[src/rtl/run_ctrl_pkg.sv]
// -----------------------------------------------------------------------------
// run_ctrl_pkg
//   Shared types and constants for the run controller: the FSM state
//   encoding, the speed index width and the per-speed shift table that
//   turns the base divider into the tick period.
// -----------------------------------------------------------------------------
package run_ctrl_pkg;

    localparam int SPEED_W = 2;

    typedef enum logic [1:0] {
        ST_HOLD  = 2'd0,
        ST_PAUSE = 2'd1,
        ST_RUN   = 2'd2,
        ST_STEP  = 2'd3
    } state_e;

    // Right-shift applied to the base divider for each speed index:
    // rates of 1x, 2x, 4x and 16x.
    localparam logic [2:0] SPEED_SHIFT [4] = '{3'd0, 3'd1, 3'd2, 3'd4};

    // Tick period in clk cycles for a given speed. A small base divider can
    // shift down to zero; a period of one (tick every cycle) is the floor.
    function automatic logic [31:0] tick_period(input logic [31:0]        base,
                                                input logic [SPEED_W-1:0] speed);
        logic [31:0] p;
        p = base >> SPEED_SHIFT[speed];
        return (p == 32'd0) ? 32'd1 : p;
    endfunction

endpackage

[src/rtl/sw_debounce.sv]
// -----------------------------------------------------------------------------
// sw_debounce
//   Conditions one raw board input: 2-FF synchronizer followed by a
//   stability counter. The debounced level flips only after DEB_CYCLES
//   consecutive synchronized samples disagree with it; any sample that
//   agrees restarts the count. Input-to-level latency is 2 + DEB_CYCLES.
//
// Ports
//   clk      in   system clock
//   rst      in   synchronous, active-high reset (level and counter to 0)
//   din_i    in   raw asynchronous input
//   level_o  out  debounced level
//   rise_o   out  one-cycle pulse in the first cycle level_o reads 1
// -----------------------------------------------------------------------------
module sw_debounce #(
    parameter int DEB_CYCLES = 1_000_000
) (
    input  logic clk,
    input  logic rst,
    input  logic din_i,
    output logic level_o,
    output logic rise_o
);

    localparam int              CNT_W    = (DEB_CYCLES > 1) ? $clog2(DEB_CYCLES) : 1;
    localparam logic [CNT_W-1:0] CNT_LAST = CNT_W'(DEB_CYCLES - 1);

    logic             sync1_q, sync2_q;
    logic             level_q, level_d;
    logic             rise_q, rise_d;
    logic [CNT_W-1:0] cnt_q, cnt_d;

    // NOTE: every variable written here gets a default before any branch,
    // so no path leaves it unassigned and no latch is inferred.
    always_comb begin
        level_d = level_q;
        rise_d  = 1'b0;
        cnt_d   = '0;
        if (sync2_q != level_q) begin
            if (cnt_q == CNT_LAST) begin
                level_d = sync2_q;
                // Level only moves toward the sample, so this is 0->1.
                rise_d  = sync2_q;
            end else begin
                cnt_d = cnt_q + 1'b1;
            end
        end
    end

    // NOTE: state registers use non-blocking assignments so every flop
    // samples the pre-edge value of its source, making the synchronizer
    // chain two real stages regardless of statement order.
    always_ff @(posedge clk) begin
        if (rst) begin
            sync1_q <= 1'b0;
            sync2_q <= 1'b0;
            level_q <= 1'b0;
            rise_q  <= 1'b0;
            cnt_q   <= '0;
        end else begin
            sync1_q <= din_i;
            sync2_q <= sync1_q;
            level_q <= level_d;
            rise_q  <= rise_d;
            cnt_q   <= cnt_d;
        end
    end

    assign level_o = level_q;
    assign rise_o  = rise_q;

endmodule

[src/rtl/run_ctrl.sv]
// -----------------------------------------------------------------------------
// run_ctrl
//   Board-level run controller for the pipelined CPU. Debounces the
//   run/reset/speed switches and the single-step button and sequences CPU
//   execution through a one-cycle clock-enable pulse (no derived clocks).
//
//   States: HOLD (CPU held in reset), PAUSE, RUN (cpu_en on each tick),
//   STEP (exactly one cpu_en). Priority: rst > sw_rst > go > step.
//
// Parameters
//   DIV_BASE    tick period in clk cycles at speed 0
//   DEB_CYCLES  stable samples needed to accept a new debounced level
//   CNT_W       width of cycle_cnt
//
// Ports
//   clk        in   system clock
//   rst        in   synchronous, active-high reset
//   sw_go      in   raw switch, 1 = run, 0 = pause
//   sw_rst     in   raw switch, 1 = hold CPU in reset
//   sw_speed   in   raw switch, each debounced rise advances speed_sel
//   btn_step   in   raw button, each debounced rise steps one cycle in PAUSE
//   cpu_en     out  registered one-cycle CPU clock enable
//   cpu_rst    out  registered CPU reset, active-high
//   speed_sel  out  current speed index (period DIV_BASE >> {0,1,2,4})
//   running    out  1 while in RUN
//   cycle_cnt  out  cpu_en pulses since the last HOLD, wraps at 2^CNT_W
//
// Optional feature, macro RUN_CTRL_BREAK_EN
//   Adds pc, brk_addr, brk_valid inputs and sticky brk_hit output. In RUN,
//   a pc match in the cycle after a cpu_en pulse drops to PAUSE; RUN is
//   re-entered only after go is seen 0 then 1.
// -----------------------------------------------------------------------------
module run_ctrl
    import run_ctrl_pkg::*;
#(
    parameter int DIV_BASE   = 100_000_000,
    parameter int DEB_CYCLES = 1_000_000,
    parameter int CNT_W      = 32
) (
    input  logic               clk,
    input  logic               rst,
    input  logic               sw_go,
    input  logic               sw_rst,
    input  logic               sw_speed,
    input  logic               btn_step,
`ifdef RUN_CTRL_BREAK_EN
    input  logic [31:0]        pc,
    input  logic [31:0]        brk_addr,
    input  logic               brk_valid,
    output logic               brk_hit,
`endif
    output logic               cpu_en,
    output logic               cpu_rst,
    output logic [SPEED_W-1:0] speed_sel,
    output logic               running,
    output logic [CNT_W-1:0]   cycle_cnt
);

    localparam logic [31:0] DIV_BASE_W = 32'(DIV_BASE);

    // ------------------------------------------------------------------
    // Input conditioning
    // ------------------------------------------------------------------
    logic go_lvl, hold_lvl, speed_rise, step_rise;
    logic go_rise_unused, hold_rise_unused, speed_lvl_unused, step_lvl_unused;

    sw_debounce #(.DEB_CYCLES(DEB_CYCLES)) u_deb_go (
        .clk     (clk),
        .rst     (rst),
        .din_i   (sw_go),
        .level_o (go_lvl),
        .rise_o  (go_rise_unused)
    );

    sw_debounce #(.DEB_CYCLES(DEB_CYCLES)) u_deb_rst (
        .clk     (clk),
        .rst     (rst),
        .din_i   (sw_rst),
        .level_o (hold_lvl),
        .rise_o  (hold_rise_unused)
    );

    sw_debounce #(.DEB_CYCLES(DEB_CYCLES)) u_deb_speed (
        .clk     (clk),
        .rst     (rst),
        .din_i   (sw_speed),
        .level_o (speed_lvl_unused),
        .rise_o  (speed_rise)
    );

    sw_debounce #(.DEB_CYCLES(DEB_CYCLES)) u_deb_step (
        .clk     (clk),
        .rst     (rst),
        .din_i   (btn_step),
        .level_o (step_lvl_unused),
        .rise_o  (step_rise)
    );

    // ------------------------------------------------------------------
    // Registers
    // ------------------------------------------------------------------
    state_e             state_q, state_d;
    logic               cpu_en_q, cpu_en_d;
    logic               cpu_rst_q, cpu_rst_d;
    logic [SPEED_W-1:0] speed_q, speed_d;
    logic [31:0]        tick_cnt_q, tick_cnt_d;
    logic [CNT_W-1:0]   cycle_cnt_q, cycle_cnt_d;

    logic [31:0]        period;
    logic               tick;
    logic               go_ok;

    assign period = tick_period(DIV_BASE_W, speed_q);
    assign tick   = (tick_cnt_q == (period - 32'd1));

`ifdef RUN_CTRL_BREAK_EN
    logic brk_hit_q, brk_hit_d;
    logic brk_armed_q, brk_armed_d;
    logic en_dly_q;
    logic brk_match;

    // The CPU advances pc on the cpu_en edge, so the new pc is compared
    // in the cycle after the pulse.
    assign brk_match = en_dly_q && brk_valid && (pc == brk_addr);
    // After a breakpoint, go must be seen low before RUN is allowed again.
    assign go_ok     = go_lvl && (!brk_hit_q || brk_armed_q);
`else
    assign go_ok     = go_lvl;
`endif

    // ------------------------------------------------------------------
    // Next-state and registered-output logic
    // ------------------------------------------------------------------
    always_comb begin
        state_d = state_q;
`ifdef RUN_CTRL_BREAK_EN
        brk_hit_d   = brk_hit_q;
        brk_armed_d = brk_armed_q;
`endif
        case (state_q)
            ST_HOLD: begin
                if (!hold_lvl) state_d = ST_PAUSE;
            end
            ST_PAUSE: begin
                if (hold_lvl)       state_d = ST_HOLD;
                else if (go_ok)     state_d = ST_RUN;
                else if (step_rise) state_d = ST_STEP;
            end
            ST_RUN: begin
                if (hold_lvl) begin
                    state_d = ST_HOLD;
`ifdef RUN_CTRL_BREAK_EN
                end else if (brk_match) begin
                    state_d   = ST_PAUSE;
                    brk_hit_d = 1'b1;
`endif
                end else if (!go_lvl) begin
                    state_d = ST_PAUSE;
                end
            end
            ST_STEP: begin
                state_d = hold_lvl ? ST_HOLD : ST_PAUSE;
            end
            default: state_d = ST_HOLD;
        endcase

`ifdef RUN_CTRL_BREAK_EN
        if (state_q == ST_PAUSE && brk_hit_q && !go_lvl) brk_armed_d = 1'b1;
        if (state_d == ST_HOLD || (state_q == ST_PAUSE && state_d != ST_PAUSE)) begin
            brk_hit_d   = 1'b0;
            brk_armed_d = 1'b0;
        end
`endif

        // Outputs are decoded from the next state so they are registered
        // alongside it; cpu_en can only be set outside HOLD, which keeps it
        // mutually exclusive with cpu_rst.
        cpu_rst_d = (state_d == ST_HOLD);
        cpu_en_d  = (state_d == ST_STEP) ||
                    (state_q == ST_RUN && state_d == ST_RUN && tick);

        speed_d = speed_q + SPEED_W'(speed_rise);

        // Counter restarts on a speed change and outside RUN so the first
        // tick after entering RUN comes a full period later.
        if (state_q != ST_RUN || speed_rise || tick) tick_cnt_d = 32'd0;
        else                                         tick_cnt_d = tick_cnt_q + 32'd1;

        if (state_d == ST_HOLD) cycle_cnt_d = '0;
        else                    cycle_cnt_d = cycle_cnt_q + CNT_W'(cpu_en_d);
    end

    always_ff @(posedge clk) begin
        if (rst) begin
            state_q     <= ST_HOLD;
            cpu_en_q    <= 1'b0;
            cpu_rst_q   <= 1'b1;
            speed_q     <= '0;
            tick_cnt_q  <= 32'd0;
            cycle_cnt_q <= '0;
        end else begin
            state_q     <= state_d;
            cpu_en_q    <= cpu_en_d;
            cpu_rst_q   <= cpu_rst_d;
            speed_q     <= speed_d;
            tick_cnt_q  <= tick_cnt_d;
            cycle_cnt_q <= cycle_cnt_d;
        end
    end

`ifdef RUN_CTRL_BREAK_EN
    always_ff @(posedge clk) begin
        if (rst) begin
            brk_hit_q   <= 1'b0;
            brk_armed_q <= 1'b0;
            en_dly_q    <= 1'b0;
        end else begin
            brk_hit_q   <= brk_hit_d;
            brk_armed_q <= brk_armed_d;
            en_dly_q    <= cpu_en_q;
        end
    end

    assign brk_hit = brk_hit_q;
`endif

    assign cpu_en    = cpu_en_q;
    assign cpu_rst   = cpu_rst_q;
    assign speed_sel = speed_q;
    assign running   = (state_q == ST_RUN);
    assign cycle_cnt = cycle_cnt_q;

endmodule

[config.mk]
export PLATFORM = sky130hd
export DESIGN_NAME = run_ctrl
export DESIGN_NICKNAME = d
export VERILOG_FILES = /design/src/rtl/run_ctrl_pkg.sv /design/src/rtl/sw_debounce.sv /design/src/rtl/run_ctrl.sv
export SDC_FILE = /design/constraint.sdc
export NUM_CORES = 1
export LEC_CHECK = 0
export CAP_MARGIN = 30
export CORE_ASPECT_RATIO = 0.7
export CORE_MARGIN = 2
export CORE_UTILIZATION = 40
export DETAILED_ROUTE_END_ITERATION = 12
export GPL_ROUTABILITY_DRIVEN = 0
export HOLD_SLACK_MARGIN = 0.02
export SLEW_MARGIN = 20
export SYNTH_ARGS = -nofsm -noshare
export SYNTH_HDL_FRONTEND = slang
export SYNTH_SLANG_ARGS = --single-unit
export TNS_END_PERCENT = 10
[constraint.sdc]
create_clock -name clk -period 7.2 [get_ports clk]
set_input_delay 0.72 -clock clk [delete_from_list [all_inputs] [get_ports clk]]
set_output_delay 0.72 -clock clk [all_outputs]
set_load 0.05 [all_outputs]
After elaboration in Yosys (flattened, before gate mapping)
Index checks and enable logic that the tools add are counted.

operators by class
  order comparisons = 1
  bitwise operators = 7
  add/sub/neg operators = 8
  shift-type cells = 1
  eq/ne operators = 15
  mux-type cells = 12
  reductions and logical operators = 20

operators by type and width
  cell                                                 count
  adder 20 x 1 -> 20 bit (second input constant)       4
  equality test 20 bit (second input constant)         4
  adder 32 x 1 -> 32 bit                               1
  adder 32 x 1 -> 32 bit (second input constant)       1
  equality test 32 bit                                 1
  logical NOT 32 bit                                   1
  2-to-1 mux 32 bit                                    1
  >> shifter 27 x 3 -> 32 bit (first input constant)   1
  subtractor 32 x 1 -> 32 bit (second input constant)  1
  OR reduction 3 bit                                   6
  2-to-1 mux 2 bit                                     6
  equality test 2 bit (second input constant)          4
  one-hot mux 2 bit (4 select lines)                   1
  AND reduction 2 bit                                  4
  binary-select mux 3 bit (select 2 bit)               1
  2-to-1 mux 3 bit                                     2
  inverter 1 bit                                       6
  logical NOT 2 bit                                    2
  != test 1 bit                                        4
  OR reduction 2 bit                                   2
  >= comparator 3 bit (second input constant)          1
  logical OR 1 bit                                     3
  inverter 2 -> 3 bit                                  1
  adder 2 x 1 -> 2 bit                                 1
  4 further kinds                                      5

storage, ports and cells
  input bits = 6
  flip-flop bits (word level) = 164
  output and inout port bits = 37
  logic and storage cells = 88

Depth between registers and ports, before layout
  depth in word-level cells = 12
  depth in mapped cells = 17

Modules after synthesis
From an unflattened synthesis, not the netlist that was laid out.

second synthesis, totals
  cells, all modules = 904
  area, all modules = 7937.6 µm²

modules (own cells, without submodules)
  module       cells each  area an instance (µm²)  instances
  sw_debounce  118         1066.0                  4
  run_ctrl     432         3673.5                  1

Worst setup path before layout
Ideal clock, no wire load.

  path kind = flip-flop to flip-flop
  from = reg speed_q[1] (netlist: speed_sel[1])
  to = reg cycle_cnt_q[26] (netlist: cycle_cnt[26])
  data arrival time = 4.616 ns
  setup time = 0.127 ns
  cell stages (with the launch flop) = 18
  required time = 7.073 ns
  setup slack = 2.457 ns
  cell sequence = dfxtp_1 -> inv_1 -> ha_1 -> clkbuf_1 -> or3b_1 -> or4_1 -> o211ai_1 -> nand3_1 -> or3b_2 -> o22ai_1 -> ha_1 -> ha_1 -> nand4_1 -> nor4_1 -> and3_1 -> nand4_1 -> xor2_1 -> nor2_1

on the way
  word-level cells in the longest chain between the ends = 12

RTL lines
  what                                                    RTL line            RTL
  start: declaration                                      run_ctrl.sv:105     logic [SPEED_W-1:0] speed_q, speed_d;
  start signal: assignment                                run_ctrl.sv:205     speed_q <= speed_d;
  inverter 2 -> 3 bit (implied by the code) *             run_ctrl_pkg.sv:27  p = base >> SPEED_SHIFT[speed];
  binary-select mux 3 bit (select 2 bit) *                run_ctrl_pkg.sv:27
  2-to-1 mux 3 bit (implied by the code) * (2 in series)  run_ctrl_pkg.sv:27
  >> shifter 27 x 3 -> 32 bit *                           run_ctrl_pkg.sv:27
  logical NOT 32 bit                                      run_ctrl_pkg.sv:28  return (p == 32'd0) ? 32'd1 : p;
  2-to-1 mux 32 bit *                                     run_ctrl_pkg.sv:28
  subtractor 32 x 1 -> 32 bit *                           run_ctrl.sv:114     assign tick = (tick_cnt_q == (period - 32'd1));
  equality test 32 bit *                                  run_ctrl.sv:114
  logical AND 1 bit *                                     run_ctrl.sv:180     (state_q == ST_RUN && state_d == ST_RUN && tick);
  logical OR 1 bit *                                      run_ctrl.sv:179     cpu_en_d = (state_d == ST_STEP) ||
  net cpu_en_d                                            run_ctrl.sv:103     logic cpu_en_q, cpu_en_d;
  adder 32 x 1 -> 32 bit *                                run_ctrl.sv:190     else cycle_cnt_d = cycle_cnt_q + CNT_W'(cpu_en_d);
  end signal: assignment                                  run_ctrl.sv:207     cycle_cnt_q <= cycle_cnt_d;
  end: declaration                                        run_ctrl.sv:107     logic [CNT_W-1:0] cycle_cnt_q, cycle_cnt_d;

The timed path passes the listed nets; every way through them passes the cells marked *. The select of a mux whose other input is x is not followed.
A chain may end at the register's enable or synchronous reset.

Worst setup path after layout
  from = reg speed_q[0] (netlist: speed_sel[0])
  to = reg cycle_cnt_q[26] (netlist: cycle_cnt[26])

The elaborated chain is that of the path after synthesis.

==> results.py <==
metrics = {
    "clocking": {
        "clock-root-buffer": "clkbuf_16",
        "postCtsSetupRepairBufs": 0,
        "max-clock-path-buffers": 2,
        "cts_tree": "yes",
        "numCtsBuffers": 17,
        "insertion_delay_ps": 420,
        "cts_hold_buf": 0,
        "clock_sinks": 164,
        "post_cts_resized": 0,
        "clk_pin_slew_ps": 60,
        "htreeDepth": 4,
    },
    "route": {
        "routed_wl_mm": 14.88,
        "vias": 5682,
        "wl_per_cell_um": 12.89,
        "via_per_inst": 4.924,
        "drtIter0Drc": 406,
        "drc": 0,
        "antenna_left": 0,
        "firstDrtPassIters": 5,
    },
    "placed_design": {
        "io_buffers": 42,
        "placed_area_mm2": 0.008119,
        "dp_hpwl_mm": 10.46,
        "place_ws_ps": 2115,
    },
    "sta": {
        "layout_setup_ws_ps": 2097,
        "fmaxAchievable_ghz": 0.1960,
        "period_share_pct": 70.88,
        "drv_slew": 0,
        "hold_violations": 0,
        "fin_skew_ps": 14.64,
        "timing.hold.ws_ps": 434.6,
        "fin_setup_tns_ps": 0,
        "timing.final.crit_period_ps": 5103,
        "timing.slew.headroom_pct": 41.79,
        "worstMarginPinSlew_ps": 865.2,
        "rsz0062_at_grt": "false",
        "setup_viol": 0,
    },
    "synthesis": {
        "avgSynthCellArea_um2": 8.620,
        "async_flop_share_pct": 0,
        "yosys-top-cells-area": "dfxtp_1 (44%), xor2_1 (9.6%), nor2_1 (8.3%)",
        "synth.distinct_cells": 47,
        "synthFlopType": "dfxtp_1",
        "ys_warn_count": 0,
        "synth_area_mm2": 0.007473,
        "synth_top_cell_area_share_pct": 43.93,
        "yosysSeqAreaShare_pct": 43.93,
        "postSynthCellCount": 867,
        "synth.largest_area_cell": "dfxtp_1",
        "synth_edf_count": 0,
        "ys_ff_latch": 164,
        "syn_nets": 889,
    },
    "global_routing": {
        "grt_pass1_vias": 5131,
        "grt_overflow": 0,
        "grt_max_degree": 38,
        "antenna_found_initial": 0,
        "grt_use_total_pct": 15.66,
        "grt_pass1_wl_mm": 25.52,
    },
    "die": {
        "pin_count": 43,
        "die_area_mm2": 0.01981,
        "initial_core_util_pct": 41.15,
        "row_count": 41,
        "die_h_um": 118.4,
        "core_area_mm2": 0.01816,
        "die_width_um": 167.4,
    },
    "pwr": {
        "pwr-share-seq_pct": 49.2,
        "peakVddDrop_v": 0.0001429,
        "pwr-share-comb_pct": 0.9,
        "pwr-share-clk_pct": 49.9,
        "switchingPower_mw": 0.3666,
        "p_leak_nw": 2.822,
        "power.internal_mw": 1.489,
        "swShare_pct": 19.76,
        "power.density_mw_per_mm2": 212.8,
    },
    "cells_and_area": {
        "fin_area_mm2": 0.008718,
        "regArea_mm2": 0.003283,
        "syn2layout_area_growth_pct": 16.66,
        "final_common_cell": "nor2_1",
        "multi_input_area_mm2": 0.004000,
        "drive_gt1_share_pct": 4.031,
        "mostFrequentLayoutCells": "nor2_1 (165), dfxtp_1 (164), xor2_1 (82)",
        "fillers": 1760,
        "final_nets": 929,
        "antenna_cells": 0,
    },
    "critical_path": {
        "crit_path_top_delay_cell": "nor4_1",
        "crit_path_end_kind": "register",
        "cp.arrival_ps": 5390,
        "path_cells": "ha_1 -> or3b_1 -> a2111oi_2 -> o2111a_1 -> or3b_1 -> or4_1 -> o22ai_1 -> ha_1 -> ha_1 -> nand4_1 -> nor4_1 -> and3_1 -> nand4_1 -> xor2_1 -> nor2_1",
        "crit_top_cell": "ha_1",
        "cp-start-kind": "register",
        "crit_type": "reg -> reg",
        "slowest_delay_ps": 770,
        "cp_max_fo": 16,
        "worstPathRequired_ps": 7480,
    },
    "hold_path": {
        "hold_class": "reg -> reg",
    },
    "run_status": {
        "status": "finished clean",
    },
    "run": {
        "maxCapViolCount": 0,
    },
}
==> worst max-delay path: cells and delay by family, from the launching register on <==
kind,cells,cell delay (ps)
xor gates and xnor gates,1,140
and+or+nand+nor,8,2590
AOI/OAI and AO/OA,3,740
DFF,1,500
adders and majority gates,3,990
==> final timing paths <==
check                                start                             to  cells past startpoint  slack (ps)
max                speed_sel[0]$_SDFF_PP0_       cycle_cnt[26]$_SDFF_PP0_                     15        2100
min          u_deb_step.sync1_q$_SDFF_PP0_  u_deb_step.sync2_q$_SDFF_PP0_                      1         430
max reg2reg        speed_sel[0]$_SDFF_PP0_       cycle_cnt[26]$_SDFF_PP0_                     15        2100
min reg2reg  u_deb_step.sync1_q$_SDFF_PP0_  u_deb_step.sync2_q$_SDFF_PP0_                      1         430
==> cell usage after synthesis, types with 2 or more instances <==
cell type,number
nor2_1,165
a31oi_1,2
buf_2,2
nor3_1,38
inv_1,24
nor3b_1,6
o22ai_1,4
nand4_1,38
nand3b_1,3
nand2_1,65
mux2i_1,5
nor4_1,11
o21ai_0,8
nand3_1,54
a21oi_1,9
or4_1,5
buf_4,2
xor2_1,82
ha_1,16
and4_1,14
and3_1,12
nor2b_1,14
nor4b_1,2
or3_1,14
clkbuf_1,20
or2_2,3
dfxtp_1,164
nand2b_1,4
or3b_1,3
xnor2_1,59
nor4bb_1,3
==> routing by layer <==
layer / part of all wire (%) / track usage [%]
met3: 2.8 / 3.952
met4: 0.55 / 4.239
met5: 0 / 0
met1: 57 / 23.70
met2: 40 / 21.71
==> stage by stage <==
step / std cells / utilization [%] / power [mW]
after detailed placement: 1124 / 44.71 / 0.9506
after CTS: 1154 / 48.01 / 1.884
after global placement: 1123 / 44.63 / 0.9507
after floorplan: 867 / - / 0.9441
after global routing: 1154 / 48.01 / 1.921
final: 1154 / 48.01 / 1.856
==> layout make-up <==
type,count,share of cell area [%]
Clock inverter,7,1.392
Sequential cell,164,37.66
Clock buffer,23,5.482
Multi-Input combinational cell,655,45.88
Inverter,24,1.033
Tap cell,236,3.387
Timing Repair Buffer,45,5.166
==> state kept, by name, summed over array words and instances (netlist names), 2 cells and up <==
| name | flops |
|---|---|
| u_deb_speed.cnt_q | 20 |
| state_q | 2 |
| cycle_cnt | 32 |
| u_deb_rst.cnt_q | 20 |
| speed_sel | 2 |
| u_deb_go.cnt_q | 20 |
| tick_cnt_q | 32 |
| u_deb_step.cnt_q | 20 |
==> power groups by stage <==
stage | Combinational [mW] | Sequential, mW | Clock, mW
floorplan | 0.0108 | 0.933 | 0
global placement | 0.0182 | 0.933 | 0
detailed placement | 0.0180 | 0.933 | 0
CTS | 0.0181 | 0.912 | 0.954
global route | 0.0201 | 0.912 | 0.989
finish | 0.0176 | 0.912 | 0.926
==> logic make-up after synthesis <==
family | after synthesis | synth area share (%)
compound gates | 33 | 2.947
fa+ha+maj | 16 | 2.679
mux | 5 | 0.6697
buf+inv | 48 | 2.545
flops | 164 | 43.93
simple gates | 460 | 30.70
xor+xnor | 141 | 16.52
Power figures use the tool's default switching activity.
